File: src/rtl/serial_tx_if.sv
// serial_tx_if -- word handshake between a sender and the serial transmitter.
//   TX_VALID : sender offers TX_DATA
//   TX_READY : transmitter can take a word this cycle
//   TX_DATA  : parallel word, WIDTH bits
// A word moves on a rising clock edge where TX_VALID and TX_READY are both 1.
interface serial_tx_if #(
  parameter int WIDTH = 8
);
  logic             TX_VALID;
  logic             TX_READY;
  logic [WIDTH-1:0] TX_DATA;

  modport master (output TX_VALID, output TX_DATA, input TX_READY);
  modport slave  (input TX_VALID, input TX_DATA, output TX_READY);
endinterface

File: src/rtl/serial_tx.sv
// serial_tx -- serializes one parallel word per frame onto an idle-high line:
// start bit (0), WIDTH data bits LSB first, optional even-parity bit, stop bit (1).
// Each bit is held for CLKS_PER_BIT cycles.
//   CLK  : rising-edge clock
//   RST  : asynchronous reset, active low
//   tx   : word handshake (slave side: TX_VALID, TX_DATA in; TX_READY out)
//   OUT  : registered serial line, idle high
//   BUSY : frame in progress
//   DONE : registered one-cycle pulse, first cycle back in IDLE
//
// state  | meaning
// IDLE   | line high, TX_READY=1, waiting for a word
// START  | start bit (0)
// DATA   | data bit idx, LSB first
// PARITY | even-parity bit (only with PARITY_EN=1)
// STOP   | stop bit (1), then IDLE
module serial_tx #(
  parameter int WIDTH        = 8,
  parameter int CLKS_PER_BIT = 4,
  parameter bit PARITY_EN    = 1'b0
) (
  input  logic       CLK,
  input  logic       RST,
  serial_tx_if.slave tx,
  output logic       OUT,
  output logic       BUSY,
  output logic       DONE
);
  localparam int CW = (CLKS_PER_BIT > 1) ? $clog2(CLKS_PER_BIT) : 1;
  localparam int IW = (WIDTH > 1) ? $clog2(WIDTH) : 1;
  localparam logic [CW-1:0] CNT_LAST = CW'(CLKS_PER_BIT - 1);
  localparam logic [IW-1:0] IDX_LAST = IW'(WIDTH - 1);

  typedef enum logic [2:0] {IDLE, START, DATA, PARITY, STOP} state_t;

  state_t           state, state_nxt;
  logic [CW-1:0]    cnt, cnt_nxt;
  logic [IW-1:0]    idx, idx_nxt;
  logic [WIDTH-1:0] sh, sh_nxt, sh_shift;
  logic             par, par_nxt;
  logic             out_nxt, done_nxt;
  logic             bit_end;

  assign bit_end     = (cnt == CNT_LAST);
  assign sh_shift    = sh >> 1;
  assign tx.TX_READY = (state == IDLE);
  assign BUSY        = (state != IDLE);

  always_ff @(posedge CLK or negedge RST) begin
    if (!RST) begin
      state <= IDLE;
      cnt   <= '0;
      idx   <= '0;
      sh    <= '0;
      par   <= 1'b0;
      OUT   <= 1'b1;
      DONE  <= 1'b0;
    end else begin
      state <= state_nxt;
      cnt   <= cnt_nxt;
      idx   <= idx_nxt;
      sh    <= sh_nxt;
      par   <= par_nxt;
      OUT   <= out_nxt;
      DONE  <= done_nxt;
    end
  end

  // OUT is computed one cycle ahead from the next state so the line is a
  // clean flop output that changes exactly on the bit boundary.
  always_comb begin
    state_nxt = state;
    cnt_nxt   = cnt;
    idx_nxt   = idx;
    sh_nxt    = sh;
    par_nxt   = par;
    out_nxt   = OUT;
    done_nxt  = 1'b0;

    if (state != IDLE) begin
      cnt_nxt = bit_end ? '0 : cnt + CW'(1);
    end

    case (state)
      IDLE: begin
        out_nxt = 1'b1;
        if (tx.TX_VALID) begin
          state_nxt = START;
          sh_nxt    = tx.TX_DATA;
          // Parity is taken from the word as latched, before any shifting.
          par_nxt   = ^tx.TX_DATA;
          cnt_nxt   = '0;
          idx_nxt   = '0;
          out_nxt   = 1'b0;
        end
      end
      START: begin
        if (bit_end) begin
          state_nxt = DATA;
          idx_nxt   = '0;
          out_nxt   = sh[0];
        end
      end
      DATA: begin
        if (bit_end) begin
          if (idx == IDX_LAST) begin
            if (PARITY_EN) begin
              state_nxt = PARITY;
              out_nxt   = par;
            end else begin
              state_nxt = STOP;
              out_nxt   = 1'b1;
            end
          end else begin
            idx_nxt = idx + IW'(1);
            sh_nxt  = sh_shift;
            out_nxt = sh_shift[0];
          end
        end
      end
      PARITY: begin
        if (bit_end) begin
          state_nxt = STOP;
          out_nxt   = 1'b1;
        end
      end
      STOP: begin
        out_nxt = 1'b1;
        if (bit_end) begin
          state_nxt = IDLE;
          done_nxt  = 1'b1;
        end
      end
      default: begin
        state_nxt = IDLE;
        out_nxt   = 1'b1;
      end
    endcase
  end
endmodule

File: src/flat_wrapper.sv
// flat-port wrapper written by rule: the top's interface ports become plain ports
module serial_tx_flat 
#(
  parameter int WIDTH        = 8,
  parameter int CLKS_PER_BIT = 4,
  parameter bit PARITY_EN    = 1'b0
)
  (CLK, RST, OUT, BUSY, DONE, tx_TX_VALID, tx_TX_DATA, tx_TX_READY);
  serial_tx_if #(.WIDTH(WIDTH)) tx_i ();
  input  logic CLK;
  input  logic RST;
  output logic OUT;
  output logic BUSY;
  output logic DONE;
  input wire logic [$bits(tx_i.TX_VALID)-1:0] tx_TX_VALID;
  input wire logic [$bits(tx_i.TX_DATA)-1:0] tx_TX_DATA;
  output wire logic [$bits(tx_i.TX_READY)-1:0] tx_TX_READY;
  assign tx_i.TX_VALID = tx_TX_VALID;
  assign tx_i.TX_DATA = tx_TX_DATA;
  assign tx_TX_READY = tx_i.TX_READY;
  serial_tx #(.WIDTH(WIDTH), .CLKS_PER_BIT(CLKS_PER_BIT), .PARITY_EN(PARITY_EN)) u_core (.CLK(CLK), .RST(RST), .tx(tx_i), .OUT(OUT), .BUSY(BUSY), .DONE(DONE));
endmodule
File: config.mk
export PLATFORM = sky130hd
export DESIGN_NAME = serial_tx_flat
export DESIGN_NICKNAME = d
export VERILOG_FILES = /design/src/rtl/serial_tx_if.sv /design/src/rtl/serial_tx.sv /design/src/flat_wrapper.sv
export SDC_FILE = /design/constraint.sdc
export NUM_CORES = 1
export LEC_CHECK = 0
export BUFFER_PORTS_ARGS = -buffer_cell sky130_fd_sc_hd__buf_2
export CORE_UTILIZATION = 49
export DETAILED_ROUTE_END_ITERATION = 10
export GPL_TIMING_DRIVEN = 1
export PLACE_DENSITY = 0.69
export SYNTH_ARGS = -nofsm -noshare
export SYNTH_HDL_FRONTEND = slang
export SYNTH_SLANG_ARGS = --single-unit
File: constraint.sdc
create_clock -name CLK -period 1.8 [get_ports CLK]
set_input_delay 0.36 -clock CLK [delete_from_list [all_inputs] [get_ports CLK]]
set_output_delay 0.36 -clock CLK [all_outputs]
set_load 0.05 [all_outputs]
Word-level counts from Yosys, hierarchy flattened
Index checks and enable logic that the tools add are counted.
Widths: inputs -> output; s select.
{ "word_totals": {"wordCells": 56, "register_bits": 18, "output_inout_bits": 4} }
{ "op_classes": {"add_sub_neg": 2, "reduce_logical": 8, "eq_ne": 13, "mux": 27} }
{ "ops": {"columns": ["operator", "n"], "rows": [
  ["$mux 3", 9],
  ["$mux 8", 3],
  ["$pmux 8 s2", 1],
  ["$pmux 3 s5", 1],
  ["$ne 2x1->1 const B", 5],
  ["$pmux 3 s3", 1],
  ["$mux 2", 4],
  ["$mux 1", 7],
  ["$eq 3x2->1 const B", 2],
  ["$eq 3x3->1 const B", 2],
  ["$reduce_and 6->1", 1],
  ["$reduce_bool 3->1", 2],
  ["$reduce_and 5->1", 1],
  ["$ne 2x2->1 const B", 2],
  ["$pmux 1 s4", 1],
  ["$reduce_and 4->1", 1],
  ["$add 3x1->3 const B", 1],
  ["$eq 3x1->1 const B", 1],
  ["$logic_not 3->1", 1],
  ["$reduce_and 3->1", 1],
  ["$add 2x1->2 const B", 1],
  ["$eq 2x2->1 const B", 1],
  ["$reduce_bool 2->1", 1]
]} }

Longest topological paths before layout
{ "logic_depth": {"ltp_word": 5, "depth_mapped": 5, "mapped_depth_nobuf": 5} }

Least setup slack after synthesis
No wires, ideal clock.
{ "synth_timing": {"path_kind": "reg-to-output", "start": "register u_core.state[2]", "end": "output port BUSY", "path_stages_with_launch": 4, "path_buffers": 1, "path_slack_ps": -1121, "arrival_ps": 2561, "required_ps": 1440, "path_cell_list": "dfrtp_1 buf_2 nor3_1 inv_1"} }
{ "synth_between": {"elab_chain_len": 1} }
{ "synth_rtl": {"columns": ["item", "line", "text"], "rows": [
  ["start, declared", "serial_tx.sv:36", "state_t state, state_nxt;"],
  ["start signal, assigned", "serial_tx.sv:59", "state <= state_nxt;"],
  ["$reduce_bool 3->1", "serial_tx.sv:47", "assign BUSY = (state != IDLE);"],
  ["end, declared", "flat_wrapper.sv:13", "output logic BUSY;"]
]} }
Every way passes these cells.

Worst setup path in the final report
{ "layout_timing": {"start": "register u_core.idx[1]", "end": "register u_core.sh[6]"} }
{ "layout_between": {"elab_chain_len": 3} }
{ "layout_rtl": {"columns": ["item", "line", "text"], "rows": [
  ["start, declared", "serial_tx.sv:38", "logic [IW-1:0] idx, idx_nxt;"],
  ["start signal, assigned", "serial_tx.sv:61", "idx <= idx_nxt;"],
  ["$eq 3x3->1", "serial_tx.sv:106", "if (idx == IDX_LAST) begin"],
  ["$ne 2x2->1 (no line)", null, null],
  ["$reduce_and 4->1 (no line)", null, null],
  ["end signal, assigned", "serial_tx.sv:62", "sh <= sh_nxt;"],
  ["end, declared", "serial_tx.sv:39", "logic [WIDTH-1:0] sh, sh_nxt, sh_shift;"]
]} }
Every way passes these cells.
A chain may end at the register's enable or synchronous reset.

==> results.md <==
- Share of layout cells above drive strength 1: 52.7%
- Clk slew on worst S/H paths: 0.11 ns
- Area after DPL: 1160 um2
- Post-Route WL: about 2000 um
- Flop pwr share: 32.5%
- GR Overflow Total: 0
- Leakage power total: 0.603 nW
- Hold Crit Class: in2reg
- Crit path capture: u_core.sh[6]
- Post-route ant nets: 0
- Initial Utilization: 55.0%
- Critical path class: reg2reg
- Vias: 688
- I/O Buffers: 14
- Tcrit/Tclk final: 97.9%
- Worst r2r path cells: 6
- DRT iter0 DRCs: 1
- Io pins: 15
- Count of final setup violators: 0
- FF-to-FF End: u_core.sh[6]
- Switch share: 38.5%
- Final count of pins violating max slew: 0
- Post-detail-place hpwl: 1310 um
- Worst Path Arrival: 1.96 ns
- DRC Markers: 0
- Reg2reg start: u_core.idx[1]
- Slew headroom: 69.2%
- Clock Skews: roughly 0.0065 ns
- Critical Path Start: u_core.idx[1]
- RSZ-0062 raised after global routing: yes
- Clock power frac: about a tenth
- Total CTS buffers: 3
- Syn Area/Cell: 12.4 um2
- Number of synthesized flops with an enable pin: 0
- First-pass GRT wire length: 3220 um
- Cell Int Power: 1.36 mW
- Largest net degree at the start of global routing: 19
- Worst skew pair latency: 0.30 ns
- Seq cells post-synth: 18
- R2r setup slk: 0.04 ns
- Power Total: 2.21 mW
- Root Driver: clkbuf_4
- Mapped Nets: 94
- Final hold vios: 0
- Overall Global Routing Usage: 21.6%
- Top_reg_cell synth: dfrtp_1
- Pwr Density: ~1700 nW/um2
- # fillers: around 140
- Chip width: 47.0 um
- TritonCTS clock tree: yes
- Largest area contributor in the synthesized netlist: dfrtp_1
- DIE HEIGHT: 47.0 um
- Final min period: 1.76 ns
- Status: finished, final reports clean
- CTS Buffer Depth: 2
- Tightest Pin Transition: 0.462 ns
- H-tree depth: 1
- Cells after synthesis: 80
- Req. time, crit path: around 2.0 ns
- N_diodes: 0
- Setup crit start kind: register
- Sink Count: 18
- Yosys cell types: 32
- 1st-pass router iterations: 4
- Vias/cell: 5.10
- Layout Nets: approximately 130
- Routed WL per cell: ~15 um
- Switching pwr: 851 uW
- Max VDD drop: 1.10 mV
- Post-route cell area: 1280 um2
- Area contributors post-synth: dfrtp_1, mux2_2, ha_1
- Yosys warnings: 0
- Crit. End Element: register
- Post-synth top area share: 42.9%
- Async S/R FF share, synth: 100%
- Layout area overhead: 29.2%
- Max Cap Viol: 0
- Setup TNS: 0 ns
- Total die area: 2210 um2
- Logic pwr share: 57.6%
- GP Congestion: 0.787
- Antenna violations before repair: 0
- Via count of the first global-routing pass: 687
- Achievable clock frequency: 567 MHz
- Row count: 15
- Core area: 1800 um2
- Hold Slack: 0.295 ns
- Sequential area share after synthesis: between 40% and 50%
- Mapped cell area: 991 um2
- Crit path max fanout: 8
## cells by family after synthesis
family	synth area share [%]
compound gates	9.60
mux	19.1
simple gates	16.8
fa+ha+maj	3.79
buf+inv	5.18
flops	45.6
## worst min path at each step
| stage | startpoint | cells after the start | slack, ns | end |
|---|---|---|---|---|
| floorplan | RST | 0 | 0.06 | u_core.DONE |
| global placement | RST | 1 | 0.31 | u_core.state[0] |
| finish | tx_TX_DATA[7] | 3 | 0.29 | u_core.sh[7] |
| global route | tx_TX_DATA[7] | 3 | 0.30 | u_core.sh[7] |
| detailed placement | RST | 1 | 0.31 | u_core.state[0] |
| CTS | tx_TX_DATA[7] | 3 | 0.30 | u_core.sh[7] |
## worst max-delay path, stage by stage, from the launching register on
cell,delay [ns]
dfrtp_1,0.40
ha_2,0.20
ha_4,0.16
nand3b_4,0.15
a211oi_4,0.25
buf_6,0.18
mux2_4,0.31
## repair_timing
item | CTS | global route
setup buffers | 2 | 2
hold endpoints to repair | 17 | 0
endpoints found under the setup margin | 9 | 8
pin swaps | 2 | 2
hold buffers | 1 | 0
resized for setup | 5 | 11
## per-layer routing
metal / up-vias / track usage (%) / part of all wire, %
li1: 347 / - / -
met1: 325 / 31.3 / 50
met2: 11 / 32.2 / 46
met3: 5 / 3.46 / 1.6
met4: 0 / 8.57 / 2.0
met5: - / 0 / 0
## state kept, by name, summed over array words and instances, names as in the netlist
register / count
u_core.DONE: 1
u_core.cnt: 2
u_core.sh: 8
u_core.OUT: 1
u_core.idx: 3
u_core.state: 3
## per-stage QoR
step	utilization, %	cells	setup WS (ns)
after floorplan	-	80	-0.0677
after global placement	64.2	126	0.0167
after detailed placement	64.2	126	-0.0171
after CTS	67.7	133	0.00894
after global routing	71.0	135	-0.0325
final	71.0	135	0.0375
## power by group through the flow
stage               Sequential (mW)  Combinational (mW)  Clock, mW
global placement              0.720                1.05          0
finish                        0.718                1.27      0.219
detailed placement            0.728                1.08          0
floorplan                     0.710               0.788          0
global route                  0.744                1.38      0.244
CTS                           0.713                1.15      0.222
## layout by cell type (no fill, tap or decap), types with 2 or more instances in the layout
master and count:
a21oi_1 3, buf_2 12, buf_4 15, buf_6 2, clkbuf_4 3, dfrtp_1 15, dfrtp_2 2, inv_1 6
mux2_2 7, mux2_4 7, mux2i_1 2, nand2_1 4, nand3b_1 5, o21ai_0 3
## synth_stat cells, types with 2 or more instances
| cell type | instances |
|---|---|
| nand3b_1 | 5 |
| a21oi_1 | 3 |
| o21ai_0 | 3 |
| inv_1 | 6 |
| mux2_2 | 14 |
| dfrtp_1 | 17 |
| ha_1 | 3 |
| mux2i_1 | 2 |
| nand2_1 | 4 |
## area by class of cell
class | instances | area [um2] | share of cell area (%)
multi-input cells | 52 | 541 | 42.2
flip-flops and latches | 18 | 454 | 35.5
repair buffers | 30 | 205 | 16.0
well taps | 25 | 31.3 | 2.44
clock buffers | 4 | 26.3 | 2.05
inverters | 6 | 22.5 | 1.76
(Power assumes the default switching activity.)
